File: config.mk
export PLATFORM = sky130hd
export DESIGN_NAME = pulse_generator
export DESIGN_NICKNAME = d
export VERILOG_FILES = /design/src/rtl/pulse_gen_pkg.sv /design/src/rtl/pulse_generator_sat_counter.sv /design/src/rtl/pulse_generator.sv
export SDC_FILE = /design/constraint.sdc
export NUM_CORES = 1
export LEC_CHECK = 0
export ABC_AREA = 1
export BUFFER_PORTS_ARGS = -buffer_cell sky130_fd_sc_hd__buf_2
export CORE_MARGIN = 2
export CORE_UTILIZATION = 40
export DETAILED_ROUTE_END_ITERATION = 6
export HOLD_SLACK_MARGIN = 0.15
export PLACE_DENSITY = 0.66
export RECOVER_POWER = 100
export SETUP_SLACK_MARGIN = 0.2
export SLEW_MARGIN = 20
export SYNTH_ARGS = -nofsm -noshare
export SYNTH_HDL_FRONTEND = slang
export SYNTH_SLANG_ARGS = --single-unit
File: constraint.sdc
create_clock -name clk -period 3.65 [get_ports clk]
set_input_delay 0.73 -clock clk [delete_from_list [all_inputs] [get_ports clk]]
set_output_delay 0.73 -clock clk [all_outputs]
set_load 0.03 [all_outputs]
File: src/rtl/pulse_gen_pkg.sv
// Shared types and helpers for the pulse generator: FSM state encoding and a
// bit-width helper used to size the timing and pending counters.
package pulse_gen_pkg;

    typedef enum logic [1:0] {
        IDLE = 2'd0,
        HIGH = 2'd1,
        GAP  = 2'd2
    } pg_state_e;

    // Bits needed to hold values 0..max_val (never less than one bit).
    function automatic int width_for(input int max_val);
        return (max_val < 1) ? 1 : $clog2(max_val + 1);
    endfunction

endpackage

File: src/rtl/pulse_generator_sat_counter.sv
// Saturating up/down counter holding the number of queued pulse requests.
// A simultaneous inc/dec is a no-op; an inc at MAX is dropped and flagged.
module sat_updown_counter
    import pulse_gen_pkg::*;
#(
    parameter int MAX = 3,
    parameter int W   = width_for(MAX)
) (
    input  logic         clk,
    input  logic         rst,
    input  logic         en,
    input  logic         inc,
    input  logic         dec,
    output logic [W-1:0] count,
    output logic         full,
    output logic         ovf_evt
);

    logic [W-1:0] count_q;
    logic [W-1:0] count_d;

    // Next count: saturate at both ends, paired inc/dec cancels.
    always_comb begin
        count_d = count_q;
        if (en && inc && !dec && (count_q != W'(MAX))) begin
            count_d = count_q + W'(1);
        end else if (en && dec && !inc && (count_q != W'(0))) begin
            count_d = count_q - W'(1);
        end else begin
            count_d = count_q;
        end
    end

    // Count register.
    always_ff @(posedge clk or posedge rst) begin
        if (rst) begin
            count_q <= W'(0);
        end else begin
            count_q <= count_d;
        end
    end

    assign count   = count_q;
    assign full    = (count_q == W'(MAX));
    assign ovf_evt = en && inc && !dec && full;

endmodule

File: src/rtl/pulse_generator.sv
// Converts single-cycle requests into registered pulses with fixed high width
// and minimum low gap; requests arriving while busy are queued and replayed.
// Optional feature macro: PULSE_GEN_TOGGLE_EN adds a toggle_out event line.
module pulse_generator
    import pulse_gen_pkg::*;
#(
    parameter  int PULSE_CYC = 4,
    parameter  int GAP_CYC   = 2,
    parameter  int MAX_PEND  = 3,
    localparam int CNT_W     = width_for((PULSE_CYC > GAP_CYC) ? PULSE_CYC : GAP_CYC),
    localparam int PEND_W    = width_for(MAX_PEND)
) (
    input  logic              clk,
    input  logic              rst,
    input  logic              enable,
    input  logic              pulse_req,
    input  logic              clear_ovf,
    output logic              data_out,
    output logic              busy,
    output logic [PEND_W-1:0] pend_count,
    output logic              overflow
`ifdef PULSE_GEN_TOGGLE_EN
    ,
    output logic              toggle_out
`endif
);

    pg_state_e         state_q, state_d;
    logic [CNT_W-1:0]  cnt_q, cnt_d;
    logic              data_out_q, busy_q, overflow_q;
    logic              start_s, deq_s, inc_s;
    logic              pend_nz_s, pend_full_s, ovf_evt_s;
    logic [PEND_W-1:0] pend_s;

    assign pend_nz_s = (pend_s != PEND_W'(0));
    // Any request that does not start a pulse from an empty idle goes through the queue.
    assign inc_s     = enable && pulse_req && ((state_q != IDLE) || pend_nz_s);

    // Next-state and timing counter logic.
    always_comb begin
        state_d = state_q;
        cnt_d   = cnt_q;
        start_s = 1'b0;
        deq_s   = 1'b0;
        if (enable) begin
            case (state_q)
                IDLE: begin
                    if (pend_nz_s || pulse_req) begin
                        state_d = HIGH;
                        cnt_d   = CNT_W'(PULSE_CYC);
                        start_s = 1'b1;
                        deq_s   = pend_nz_s;
                    end else begin
                        cnt_d   = CNT_W'(0);
                    end
                end
                HIGH: begin
                    if (cnt_q == CNT_W'(1)) begin
                        state_d = GAP;
                        cnt_d   = CNT_W'(GAP_CYC);
                    end else begin
                        cnt_d   = cnt_q - CNT_W'(1);
                    end
                end
                GAP: begin
                    if (cnt_q != CNT_W'(1)) begin
                        cnt_d   = cnt_q - CNT_W'(1);
                    end else if (pend_nz_s || pulse_req) begin
                        // A same-cycle request is enqueued and dequeued at once.
                        state_d = HIGH;
                        cnt_d   = CNT_W'(PULSE_CYC);
                        start_s = 1'b1;
                        deq_s   = 1'b1;
                    end else begin
                        state_d = IDLE;
                        cnt_d   = CNT_W'(0);
                    end
                end
                default: begin
                    state_d = IDLE;
                    cnt_d   = CNT_W'(0);
                end
            endcase
        end else begin
            state_d = state_q;
            cnt_d   = cnt_q;
        end
    end

    sat_updown_counter #(
        .MAX (MAX_PEND),
        .W   (PEND_W)
    ) u_pend (
        .clk     (clk),
        .rst     (rst),
        .en      (enable),
        .inc     (inc_s),
        .dec     (deq_s),
        .count   (pend_s),
        .full    (pend_full_s),
        .ovf_evt (ovf_evt_s)
    );

    // FSM state, timing counter and registered outputs.
    always_ff @(posedge clk or posedge rst) begin
        if (rst) begin
            state_q    <= IDLE;
            cnt_q      <= CNT_W'(0);
            data_out_q <= 1'b0;
            busy_q     <= 1'b0;
        end else if (enable) begin
            state_q    <= state_d;
            cnt_q      <= cnt_d;
            data_out_q <= (state_d == HIGH);
            busy_q     <= (state_d != IDLE);
        end
    end

    // Sticky overflow; a drop in the same cycle as clear_ovf keeps it set.
    always_ff @(posedge clk or posedge rst) begin
        if (rst) begin
            overflow_q <= 1'b0;
        end else if (ovf_evt_s && pend_full_s) begin
            overflow_q <= 1'b1;
        end else if (clear_ovf) begin
            overflow_q <= 1'b0;
        end
    end

`ifdef PULSE_GEN_TOGGLE_EN
    logic toggle_q;

    // Flip once per pulse start so a both-edge detector can count events.
    always_ff @(posedge clk or posedge rst) begin
        if (rst) begin
            toggle_q <= 1'b0;
        end else if (start_s) begin
            toggle_q <= ~toggle_q;
        end
    end

    assign toggle_out = toggle_q;
`else
    logic unused_start_s;
    assign unused_start_s = start_s;
`endif

    assign data_out   = data_out_q;
    assign busy       = busy_q;
    assign pend_count = pend_s;
    assign overflow   = overflow_q;

endmodule
# Word level (Yosys, flattened, before mapping)
# Cells that the tools add are included.
[word_totals]
ff_bits = 10
in_bits = 5
output_inout_bits = 5
wordCells = 55
[classes]
n_addsub = 3
n_eq_ne = 7
mux = 19
n_reduce_logical = 20
[ops]
columns = ["cell", "n"]
rows = [
  ["$mux 2", 6],
  ["$logic_and 1x1->1", 10],
  ["$reduce_bool 2->1", 5],
  ["$mux 3", 3],
  ["$pmux 3 s3", 1],
  ["$mux 1", 7],
  ["$pmux 2 s3", 1],
  ["$eq 2x1->1 const B", 2],
  ["$eq 2x2->1 const B", 2],
  ["$eq 3x1->1 const B", 1],
  ["$ne 3x1->1 const B", 1],
  ["$sub 3x1->3 const B", 1],
  ["$add 2x1->2 const B", 1],
  ["$logic_not 1->1", 2],
  ["$logic_not 2->1", 1],
  ["$logic_or 1x1->1", 2],
  ["$ne 2x2->1 const B", 1],
  ["$pmux 1 s2", 1],
  ["$sub 2x1->2 const B", 1],
]

# Depth between registers and ports, before layout
[logic_depth]
depth_word = 11
depth_mapped = 11
depth_no_buf = 11

# Modules after synthesis
# A second synthesis with hierarchy kept.
[unflattened]
cells_unflattened = 89
area_unflattened_um2 = 611.8
[by_module_without_submodules]
columns = ["mod", "n_inst", "cells_each", "area_per_inst_um2", "seq_area_each_um2"]
rows = [
  ["pulse_generator", 1, 68, 475.5, 200.2],
  ["sat_updown_counter", 1, 21, 136.4, 50.0],
]

# Worst setup path after synthesis
# Ideal clock, no wire load.
[synth_timing]
path_type = "in2reg"
start = "input pulse_req"
end = "register u_pend.count_q[1] (netlist: u_pend.count[1])"
setup_time_ps = 121
arrival_time_ps = 1196
required_time_ps = 3529
setup_slack_ps = 2333
cell_stages = 7
n_path_buf = 0
cell_sequence = "inv_1 > nand2_1 > nand3_1 > nor2_2 > nor2_1 > o21bai_1 > nand2_1"
[synth_via]
elab_chain_cells = 9
word_cells_on_any_way = 18
cone_classes = "mux (6); reduce/logical (12)"
[synth_lines]
columns = ["element", "line_no", "source"]
rows = [
  ["start: declaration", "pulse_generator.sv:16", "input logic pulse_req,"],
  ["$logic_or 1x1->1", "pulse_generator.sv:48, pulse_generator.sv:68", ""],
  ["$mux 1", "pulse_generator.sv:68", "end else if (pend_nz_s || pulse_req) begin"],
  ["$mux 1", "pulse_generator.sv:66", "if (cnt_q != CNT_W'(1)) begin"],
  ["$pmux 1 s2", "pulse_generator.sv:46", "case (state_q)"],
  ["$mux 1", "pulse_generator.sv:45", "if (enable) begin"],
  ["$logic_not 1->1 or $logic_and 1x1->1 (tied branches)", "pulse_generator_sat_counter.sv:25, pulse_generator_sat_counter.sv:27", ""],
  ["$logic_and 1x1->1, on equally long branches (2 in a row)", "pulse_generator_sat_counter.sv:25, pulse_generator_sat_counter.sv:27", ""],
  ["$mux 2 or $reduce_bool 2->1 (tied branches)", "--", ""],
  ["end signal: assignment", "pulse_generator_sat_counter.sv:39", "count_q <= count_d;"],
  ["end: declaration", "pulse_generator_sat_counter.sv:19", "logic [W-1:0] count_q;"],
]
# Parallel ways exist; a longest one is shown, timed or not.
# A chain may end at the register's enable or synchronous reset.

# Worst setup path in the final report
[layout_timing]
start = "register u_pend.count_q[0] (netlist: u_pend.count[0])"
end = "output pend_count[0]"
[layout_lines]
columns = ["element", "line_no", "source"]
rows = [
  ["end: declaration", "pulse_generator.sv:20", "output logic [PEND_W-1:0] pend_count,"],
]
# No word-level cell between the ends.

==> summary.md <==
- run status: completed
- flip-flop cell with the highest count after synthesis: sky130_fd_sc_hd__dfrtp_1
- HPWL reported at the end of detailed placement: 779 um
- cell with the biggest individual delay on the critical path: sky130_fd_sc_hd__dfrtp_1
- total of hold buffers inserted after clock tree synthesis: 0
- post-cts repair resize count: 0
- worst supply voltage drop on vdd: 0.359 mV
- leading cell type by number of instances after synthesis: sky130_fd_sc_hd__nand2_1
- required time reported for the critical path endpoint: 2920 ps
- total setup violations reported at the end of the flow: 0
- net count of the finished layout: 100
- Yosys top cell by area: sky130_fd_sc_hd__dfrtp_1
- data arrival time of the critical path: 1060 ps
- share of Yosys cell area claimed by the top area cell type: 42.2%
- headroom to the max-slew limit: 72.2%
- Core Area: 1350 um2
- Die Wd: 42.5 um
- global routing met3 resource utilization: 3.02%
- kind of end point of the critical path: primary output
- post-route clock skew: 1.31 ps
- standard-cell row count: 13
- Least-Margin Pin Slew: 417 ps
- first-pass GRT wire length: 1.76 mm
- Post-DP Area: 653 um2
- vias in the first global route: 425
- Worst Hold Class: in2async
- overall die area: 1810 um2
- signed area change from the synthesized netlist to the final layout: 13.5%
- H-Tree Level Count: 1
- I/O pin cnt: 10
- CP Max Fanout: 5
- count of yosys warnings during synthesis: 0
- global-route total usage across every layer: 13.3%
- most instantiated cells after synthesis: sky130_fd_sc_hd__nand2_1 (21), sky130_fd_sc_hd__dfrtp_1 (10), sky130_fd_sc_hd__inv_1 (10)
- remaining antenna violation count: 0
- post-synthesis cell type count: 19
- max-slew violation count: 0
- fraction of registers with async set or reset after synthesis: 100%
- met1 GRT Util: 19.8%
- height of the chip: 42.5 um
- setup repair after global routing missed its margin: false
- Static Leak: 0.349 nW
- Detailed Routing Iterations Pass 1: 4
- total DRC errors in the routed layout: 0
- Final GP Congestion: 0.822
- Vias/cell: 4.90
- routed via count: 524
- fmax: 559 MHz
- element type at the critical path start: register
- total power consumption of the routed design: 601 uW
- Mean Syn Cell Area: 7.41 um2
- register area share after synthesis: 42.2%
- Clock Tree Buf Depth: 2
- areal power density over the cells: 893 nW/um2
- global routing's busiest layer: met1
- number of buffers inserted by post-CTS setup repair: 0
- Iter 0 DRT Violations: 11
- Port Buf Inserts: 9
- dominant delay contributor by cell family on the critical path: flip-flops
- routed len/inst: 9.92 um
- TritonCTS clock tree: built
- final worst-path cycle share: 49.0%
- overflow left after global routing: 0
- initial core utilization: 43.9%
- layout cell share with drive strength beyond 1: 17.4%
- kind of critical path: reg2out
- clock latency at the later pin of the worst-skew pair: 270 ps
- Total Wirelength: 1.06 mm
- pin count of the biggest net entering global routing: 16
- antenna diode count: 0
- number of instances in the synthesized netlist: 80
- Root Buffer Master: sky130_fd_sc_hd__clkbuf_4
- ranking of synthesized cells by area: sky130_fd_sc_hd__dfrtp_1 (42%), sky130_fd_sc_hd__nand2_1 (13%), sky130_fd_sc_hd__o21ai_0 (6.8%), sky130_fd_sc_hd__inv_1 (6.3%), sky130_fd_sc_hd__ha_1 (4.2%)
- count of flip-flops with a built-in enable after synthesis: 0
- clock buffers created by TritonCTS: 3
- largest stage delay on the critical path: 450 ps
- final non-filler cell area: 673 um2
- Bufs and invs on worst path: 1
- Mapped Nets: 87
- Sink Count: 10
- max-cap check violation count: 0
- synthesized area: 593 um2
- list of cells traversed by the critical path: clkbuf_1
- final hold violations: 0
- final setup TNS: 0 ps
- post-layout minimum cycle time: 1790 ps
- antenna violations before repair: 0
- post-synthesis sequential element count: 10
- met2 usage: 16.3%
- post-CTS clock slew at the launch and capture registers of the worst setup and hold paths: 70 ps
power breakdown:
part	switching [mW]	internal (mW)	total (mW)
logic	0.194	0.0987	0.293
registers	0.0435	0.160	0.204
clock network	0.0436	0.0606	0.104
per-layer routing:
layer | up-vias | wire length [um]
met2 | 20 | 412
li1 | 272 | -
met5 | - | 0
met4 | 0 | 21
met3 | 4 | 81
met1 | 228 | 546
worst paths after layout:
path	cells after the start	endpoint	startpoint	slack (ps)
min in group clk	2	overflow$_DFFE_PP0P_	overflow$_DFFE_PP0P_	530
worst max register to register	9	u_pend.count[1]$_DFFE_PP0P_	cnt_q[1]$_DFFE_PP0P_	2200
worst min register to register	2	overflow$_DFFE_PP0P_	overflow$_DFFE_PP0P_	530
worst min-delay path	2	state_q[0]$_DFFE_PP0P_	rst	440
max in group asynchronous	2	data_out$_DFFE_PP0P_	rst	2930
worst max-delay path	1	pend_count[0]	u_pend.count[0]$_DFFE_PP0P_	1860
layout make-up:
| type | instances | area [um2] |
|---|---|---|
| Clock buffer | 4 | 36.3 |
| Fill cell | 140 | 677 |
| Inverter | 15 | 56.3 |
| Multi-Input combinational cell | 54 | 273 |
| Sequential cell | 10 | 250 |
| Tap cell | 15 | 18.8 |
| Timing Repair Buffer | 9 | 38.8 |
registers in the layout (all words and copies together), names as in the netlist:
register,cells
state_q,2
cnt_q,3
overflow,1
busy,1
u_pend.count,2
data_out,1
per-stage QoR:
| step | util (%) | hold WS (ps) | setup WS, ps | cells |
|---|---|---|---|---|
| floorplan | - | 508 | 2330 | 80 |
| global placement | 48.4 | 508 | 2070 | 103 |
| detailed placement | 48.4 | 515 | 2040 | 103 |
| CTS | 51.1 | 443 | 1950 | 107 |
| global route | 49.9 | 476 | 1820 | 107 |
| finish | 49.9 | 435 | 1860 | 107 |
worst register-to-register path, stage by stage, from the launching register on:
cell and delay, ps:
sky130_fd_sc_hd__dfrtp_1 360, sky130_fd_sc_hd__inv_1 80, sky130_fd_sc_hd__ha_1 150, sky130_fd_sc_hd__nand2_1 110
sky130_fd_sc_hd__nand2_1 140, sky130_fd_sc_hd__nand2_1 90, sky130_fd_sc_hd__nor2_1 150, sky130_fd_sc_hd__nor2_1 70
sky130_fd_sc_hd__o21bai_1 120, sky130_fd_sc_hd__nand2_1 60
cell families (layout without fill, tap and decap cells):
kind of cell,count (synthesis),after routing,synth area share [%]
and+or+nand+nor,36,36,27.8
buffers and inverters,16,28,10.1
AOI/OAI and AO/OA,15,15,14.1
DFF,10,10,42.2
adders and majority gates,2,2,4.22
xor gates and xnor gates,1,1,1.48
cell usage in the layout (no fill, tap or decap):
| master | instances |
|---|---|
| sky130_fd_sc_hd__o21ai_1 | 1 |
| sky130_fd_sc_hd__nor2_1 | 4 |
| sky130_fd_sc_hd__a21oi_2 | 1 |
| sky130_fd_sc_hd__nand3b_1 | 1 |
| sky130_fd_sc_hd__inv_2 | 5 |
| sky130_fd_sc_hd__xnor2_1 | 1 |
| sky130_fd_sc_hd__clkbuf_4 | 3 |
| sky130_fd_sc_hd__nand2_1 | 24 |
| sky130_fd_sc_hd__o21bai_1 | 1 |
| sky130_fd_sc_hd__ha_1 | 2 |
| sky130_fd_sc_hd__clkbuf_1 | 5 |
| sky130_fd_sc_hd__buf_2 | 4 |
| sky130_fd_sc_hd__clkbuf_8 | 1 |
| sky130_fd_sc_hd__nor2_2 | 1 |
| sky130_fd_sc_hd__nor2_4 | 1 |
| sky130_fd_sc_hd__a21oi_1 | 1 |
| sky130_fd_sc_hd__o211ai_1 | 1 |
| sky130_fd_sc_hd__nand3_1 | 5 |
| sky130_fd_sc_hd__dfrtp_1 | 10 |
| sky130_fd_sc_hd__inv_1 | 10 |
| sky130_fd_sc_hd__o21ai_0 | 10 |
Power figures use the tool's default switching activity.
